## config.mk

```make
export PLATFORM = sky130hd
export DESIGN_NAME = apb_btn_req_gen
export DESIGN_NICKNAME = d
export VERILOG_FILES = /design/src/rtl/apb_btn_req_gen.sv
export SDC_FILE = /design/constraint.sdc
export NUM_CORES = 1
export LEC_CHECK = 0
export BUFFER_PORTS_ARGS = -buffer_cell sky130_fd_sc_hd__buf_2
export CAP_MARGIN = 20
export CORE_MARGIN = 5
export CORE_UTILIZATION = 43
export CTS_CLUSTER_SIZE = 30
export DETAILED_ROUTE_END_ITERATION = 10
export HOLD_SLACK_MARGIN = 0.15
export PLACE_DENSITY = 0.61
export SLEW_MARGIN = 10
export SYNTH_ARGS = -nofsm -noshare
export SYNTH_HDL_FRONTEND = slang
export SYNTH_SLANG_ARGS = --single-unit
```

## constraint.sdc

```tcl
create_clock -name PCLK -period 2.83 [get_ports PCLK]
set_input_delay 0.566 -clock PCLK [delete_from_list [all_inputs] [get_ports PCLK]]
set_output_delay 0.566 -clock PCLK [all_outputs]
set_load 0.02 [all_outputs]
```

## src/rtl/apb_btn_req_gen.sv

```systemverilog
// Button/switch front end for the APB master: synchronizes and debounces the push-button,
// issues one trigger per press with a switch snapshot, and interlocks until the transfer ends.
module apb_btn_req_gen #(
    parameter int DEBOUNCE_CYCLES = 1000000,
    parameter int CNT_W           = 20,
    parameter int TIMEOUT_CYCLES  = 255
) (
    input  logic        PCLK,
    input  logic        PRESETn,
    input  logic        btn_raw,
    input  logic [15:0] sw_raw,
    input  logic        PSEL,
    input  logic        PENABLE,
    input  logic        PREADY,
    input  logic        PSLVERR,
    output logic        trigger,
    output logic [15:0] req_sw,
    output logic        busy,
    output logic        err_flag,
    output logic [7:0]  press_count
);

    typedef enum logic [2:0] {
        IDLE,
        DEB_PRESS,
        ISSUE,
        WAIT_XFER,
        DEB_RELEASE
    } state_t;

    localparam logic [CNT_W-1:0] DEB_LAST = CNT_W'(DEBOUNCE_CYCLES - 1);
    localparam logic [CNT_W-1:0] TO_LAST  = CNT_W'(TIMEOUT_CYCLES - 1);

    state_t            state;
    state_t            state_next;
    logic [CNT_W-1:0]  cnt;
    logic [CNT_W-1:0]  cnt_next;
    logic [CNT_W-1:0]  cnt_inc;
    logic              err_next;
    logic              xfer_done;
    logic              timeout_hit;

    logic              btn_meta;
    logic              btn_s;
    logic [15:0]       sw_meta;
    logic [15:0]       sw_s;

    always_ff @(posedge PCLK or negedge PRESETn) begin
        if (!PRESETn) begin
            btn_meta <= 1'b0;
            btn_s    <= 1'b0;
            sw_meta  <= '0;
            sw_s     <= '0;
        end else begin
            btn_meta <= btn_raw;
            btn_s    <= btn_meta;
            sw_meta  <= sw_raw;
            sw_s     <= sw_meta;
        end
    end

    assign xfer_done = PSEL & PENABLE & PREADY;
    assign cnt_inc   = cnt + CNT_W'(1);
    // The timeout fires as the count steps onto its last value, so err_flag lands
    // exactly TIMEOUT_CYCLES after the trigger cycle.
    assign timeout_hit = (cnt_inc >= TO_LAST);

    always_comb begin
        state_next = state;
        cnt_next   = cnt;
        err_next   = err_flag;
        case (state)
            IDLE: begin
                cnt_next = '0;
                if (btn_s) begin
                    state_next = DEB_PRESS;
                end
            end
            DEB_PRESS: begin
                if (!btn_s) begin
                    state_next = IDLE;
                    cnt_next   = '0;
                end else if (cnt == DEB_LAST) begin
                    state_next = ISSUE;
                    cnt_next   = '0;
                    err_next   = 1'b0;
                end else begin
                    cnt_next = cnt_inc;
                end
            end
            ISSUE: begin
                state_next = WAIT_XFER;
                cnt_next   = '0;
            end
            WAIT_XFER: begin
                if (xfer_done) begin
                    state_next = DEB_RELEASE;
                    cnt_next   = '0;
                    err_next   = PSLVERR;
                end else if (timeout_hit) begin
                    state_next = DEB_RELEASE;
                    cnt_next   = '0;
                    err_next   = 1'b1;
                end else begin
                    cnt_next = cnt_inc;
                end
            end
            DEB_RELEASE: begin
                if (btn_s) begin
                    cnt_next = '0;
                end else if (cnt == DEB_LAST) begin
                    state_next = IDLE;
                    cnt_next   = '0;
                end else begin
                    cnt_next = cnt_inc;
                end
            end
            default: begin
                state_next = IDLE;
                cnt_next   = '0;
            end
        endcase
    end

    always_ff @(posedge PCLK or negedge PRESETn) begin
        if (!PRESETn) begin
            state <= IDLE;
            cnt   <= '0;
        end else begin
            state <= state_next;
            cnt   <= cnt_next;
        end
    end

    // Outputs are decoded from the next state so they change on the same edge as the state.
    always_ff @(posedge PCLK or negedge PRESETn) begin
        if (!PRESETn) begin
            trigger     <= 1'b0;
            busy        <= 1'b0;
            err_flag    <= 1'b0;
            req_sw      <= '0;
            press_count <= '0;
        end else begin
            trigger  <= (state_next == ISSUE);
            busy     <= (state_next == ISSUE) || (state_next == WAIT_XFER) ||
                        (state_next == DEB_RELEASE);
            err_flag <= err_next;
            if (state_next == ISSUE) begin
                req_sw      <= sw_s;
                press_count <= press_count + 8'd1;
            end
        end
    end

endmodule
```

==> run_summary.xml <==
<?xml version="1.0" encoding="UTF-8"?>
<metrics>
  <group name="floorplanning">
    <metric name="fp.dieArea" unit="sq um">9780</metric>
    <metric name="die_w" unit="um">98.9</metric>
    <metric name="io-pin-count" unit="">50</metric>
    <metric name="start_util" unit="">0.440</metric>
    <metric name="core_region_area" unit="sq um">7730</metric>
    <metric name="std_cell_rows" unit="">32</metric>
    <metric name="die_h" unit="um">98.9</metric>
  </group>
  <group name="detailed_routing">
    <metric name="route.detailed.vias_per_inst" unit="">5.09</metric>
    <metric name="drt-pass1-iter-count" unit="">4</metric>
    <metric name="drt-total-wl" unit="mm">6.31</metric>
    <metric name="remaining_drc_errors" unit="">0</metric>
    <metric name="ant_nets" unit="">0</metric>
    <metric name="total_number_of_vias" unit="">2235</metric>
    <metric name="wl_per_cell" unit="um">14.4</metric>
    <metric name="detail_route.iter0.violations" unit="">92</metric>
  </group>
  <group name="timing">
    <metric name="number_of_hold_violations_in_the_final_report" unit="">0</metric>
    <metric name="max_clock_freq" unit="MHz">376</metric>
    <metric name="setup_tns" unit="ns">0</metric>
    <metric name="worstMarginPinSlew" unit="ns">0.589</metric>
    <metric name="period_utilization" unit="">0.940</metric>
    <metric name="post-route-min-period" unit="ns">2.66</metric>
    <metric name="finalMaxSlewViolations" unit="">0</metric>
    <metric name="finalClockSkew" unit="ns">0.00907</metric>
    <metric name="unrepaired_setup_endpoints_after_global_routing" unit="">false</metric>
    <metric name="worst_slack" unit="ns">0.170</metric>
    <metric name="report.final.setup_viol" unit="">0</metric>
    <metric name="timing.slew.headroom" unit="">0.608</metric>
  </group>
  <group name="worst_setup_path">
    <metric name="critPathSlowestCell" unit="">or4b_1</metric>
    <metric name="ff2ff_setup_slack" unit="ns">0.17</metric>
    <metric name="cp_arrival" unit="ns">2.90</metric>
    <metric name="cp_max_fo" unit="">11</metric>
    <metric name="worst_r2r_endpoint" unit="">press_count[6]</metric>
    <metric name="path_depth" unit="">7</metric>
    <metric name="timing.reg2reg.worst_path_depth" unit="">7</metric>
    <metric name="timing_worst_setup_path_type" unit="">reg -&gt; reg</metric>
    <metric name="crit_start" unit="">cnt[6]</metric>
    <metric name="cp_data_required_time" unit="ns">3.07</metric>
    <metric name="crit_path_end_kind" unit="">flip-flop</metric>
    <metric name="timing.critical_path.slowest_cell_delay" unit="ns">0.55</metric>
    <metric name="critical_path.endpoint" unit="">press_count[6]</metric>
    <metric name="critical_path_startpoint_category" unit="">flip-flop</metric>
    <metric name="critical-path-top-delay-family" unit="">simple AND/OR/NAND/NOR gates</metric>
    <metric name="critical_path.n_buffers_inverters" unit="">1</metric>
    <metric name="timing.critical_path.cells" unit="">or4b_1 -&gt; or4_4 -&gt; nor4_4 -&gt; buf_12 -&gt; and4_1 -&gt; nand3_1 -&gt; xnor2_1</metric>
    <metric name="r2r-start" unit="">cnt[6]</metric>
  </group>
  <group name="layout">
    <metric name="num_antenna_cells" unit="">0</metric>
    <metric name="post_route_cells_drive_above_1_share" unit="">0.312</metric>
    <metric name="synthToLayoutAreaGrowth" unit="%">19.1</metric>
    <metric name="design_area" unit="sq um">4050</metric>
    <metric name="nets" unit="">358</metric>
  </group>
  <group name="yosys">
    <metric name="synth.distinct_cells" unit="">41</metric>
    <metric name="synth.cell_area" unit="sq um">3400</metric>
    <metric name="synth_flop_cell" unit="">dfrtp_1</metric>
    <metric name="synth-async-reset-ratio" unit="">1.00</metric>
    <metric name="synth_edf_count" unit="">0</metric>
    <metric name="postSynthCellCount" unit="">270</metric>
    <metric name="mappedNetlistNets" unit="">296</metric>
    <metric name="post_synth.cell_area_avg" unit="sq um">12.6</metric>
    <metric name="seq_area_frac_synth" unit="">0.619</metric>
    <metric name="yosys_warnings" unit="">0</metric>
    <metric name="ys_seq_elements" unit="">84</metric>
  </group>
  <group name="clock_network">
    <metric name="cts_inserted_buffers" unit="">9</metric>
    <metric name="cts_max_path_buffers" unit="">2</metric>
    <metric name="tritoncts" unit="">done</metric>
    <metric name="cts-hold-fix-buffers" unit="">0</metric>
    <metric name="cts.repair_timing.setup_buffer_count" unit="">0</metric>
    <metric name="clkSlewWorstSetupHoldPaths" unit="ns">0.09</metric>
    <metric name="worst_skew_pair.late_latency" unit="ns">0.34</metric>
    <metric name="root_buffer" unit="">clkbuf_8</metric>
    <metric name="clock_tree.htree_level_count" unit="">3</metric>
    <metric name="post_cts.resized_instances" unit="">0</metric>
    <metric name="tritoncts_num_sinks" unit="">84</metric>
  </group>
  <group name="place">
    <metric name="routabilityCongestion" unit="">0.836</metric>
    <metric name="placement.setup.worst_slack" unit="ns">0.184</metric>
    <metric name="numPortBuffers" unit="">49</metric>
    <metric name="hpwl" unit="mm">4.48</metric>
    <metric name="placed_cell_area" unit="sq um">3840</metric>
  </group>
  <group name="hold_path">
    <metric name="worstHoldPathType" unit="">in -&gt; async</metric>
  </group>
  <group name="power">
    <metric name="vdd_drop_max" unit="uV">441</metric>
    <metric name="p_per_area" unit="nW/um^2">529</metric>
    <metric name="fin_total_pwr" unit="mW">2.14</metric>
    <metric name="static-leakage-power" unit="nW">1.91</metric>
  </group>
  <group name="outcome">
    <metric name="status" unit="">finished clean</metric>
  </group>
  <group name="global_route">
    <metric name="via_count_of_the_first_global_routing_pass" unit="">2271</metric>
    <metric name="grt_pass1_wl" unit="mm">11.1</metric>
    <metric name="pin_count_of_the_biggest_net_entering_global_routing" unit="">49</metric>
    <metric name="globalRouteTotalUtil" unit="">0.141</metric>
    <metric name="grt_antenna_before_repair" unit="">0</metric>
    <metric name="grt.overflow.total" unit="">0</metric>
  </group>
  <group name="job">
    <metric name="max_cap_violations" unit="">0</metric>
  </group>
</metrics>
## worst reg2reg max path, stage by stage (launching register included)
cell	delay (ns)
dfrtp_1	0.48
or4b_1	0.55
or4_4	0.52
nor4_4	0.36
buf_12	0.18
and4_1	0.24
nand3_1	0.10
xnor2_1	0.13
## cells by family after synthesis
kind of cell / synth area share
buffers and inverters: 0.0247
AND/OR/NAND/NOR: 0.148
XOR/XNOR: 0.0722
flip-flops: 0.619
AO/OA/AOI/OAI: 0.0634
adder cells (fa/ha/maj): 0.0111
multiplexers: 0.0622
## cells in the mapped netlist, types with 2 or more instances
master / number / area share
a211oi_1: 3 / 0.0066
a21boi_0: 2 / 0.0044
a21oi_1: 20 / 0.029
a31oi_1: 3 / 0.0055
and3_1: 2 / 0.0037
and4_1: 6 / 0.015
buf_2: 7 / 0.010
buf_4: 2 / 0.0044
clkbuf_1: 5 / 0.0055
dfrtp_1: 84 / 0.62
ha_1: 3 / 0.011
inv_1: 4 / 0.0044
mux2_2: 17 / 0.056
mux2i_1: 2 / 0.0059
nand2_1: 18 / 0.020
nand2b_1: 3 / 0.0055
nand3_1: 12 / 0.018
nand4_1: 5 / 0.0092
nand4_2: 2 / 0.0074
nand4b_1: 3 / 0.0077
nor2_1: 7 / 0.0077
nor2b_1: 3 / 0.0055
nor3_1: 7 / 0.010
nor4_1: 4 / 0.0074
o211ai_1: 2 / 0.0044
o21ai_0: 2 / 0.0029
or4_1: 2 / 0.0044
xnor2_1: 13 / 0.034
xor2_1: 15 / 0.039
## flip-flops by register name, summed over array words and instances (netlist names)
signal and flops:
btn_meta 1, btn_s 1, busy 1, cnt 20
err_flag 1, press_count 8, req_sw 16, state 3
sw_meta 16, sw_s 16, trigger 1
## final cells by class
cell class              count  area, sq um
multi-input cells         168         1220
repair buffers             65          380
clock inverters             7         73.8
flip-flops and latches     84         2100
well taps                 102          128
clock buffers               9          124
fillers                   672         3680
inverters                   4         15.0
## placed cells by master, fill, tap and decap left out, types with 4 or more instances in the layout
cell type / instances
inv_1: 4
nand2_1: 18
xor2_1: 15
xnor2_1: 13
nand3_1: 12
clkbuf_8: 9
nand4_1: 5
buf_2: 48
a21oi_1: 20
buf_4: 16
nor2_1: 7
dfrtp_1: 84
nor3_1: 7
mux2_2: 17
and4_1: 6
## per-layer routing
| layer | track usage | routed length (um) | vias up | part of all wire |
|---|---|---|---|---|
| li1 | - | - | 1079 | - |
| met4 | 0.0378 | 46 | 0 | 0.0073 |
| met1 | 0.201 | 3060 | 1107 | 0.49 |
| met2 | 0.205 | 2900 | 45 | 0.46 |
| met3 | 0.0495 | 306 | 4 | 0.048 |
| met5 | 0 | 0 | - | 0 |
## power breakdown
part | internal (mW) | total [mW] | switching, mW | leakage [nW]
sequential | 1.23 | 1.24 | 0.00947 | 1.09
clock | 0.412 | 0.845 | 0.432 | 0.100
combinational | 0.0205 | 0.0591 | 0.0386 | 0.722
total | 1.66 | 2.14 | 0.480 | 1.91
## stage by stage
stage	instances	utilization	hold WS, ns
after floorplan	270	-	0.270
after global placement	423	0.496	0.332
after detailed placement	423	0.496	0.335
after CTS	439	0.522	0.229
after global routing	439	0.524	0.260
final	439	0.524	0.213
## worst min path at each step
stage / from / cells after the start / end / slack, ns
2_1_floorplan: PRESETn / 0 / btn_meta / 0.27
4_1_cts: PRESETn / 1 / cnt[2] / 0.23
3_5_place_dp: sw_meta[12] / 0 / sw_s[12] / 0.33
3_3_place_gp: sw_meta[10] / 0 / sw_s[10] / 0.33
6_report: PRESETn / 1 / cnt[2] / 0.21
5_1_grt: PRESETn / 1 / cnt[2] / 0.26
Power figures use the tool's default switching activity.
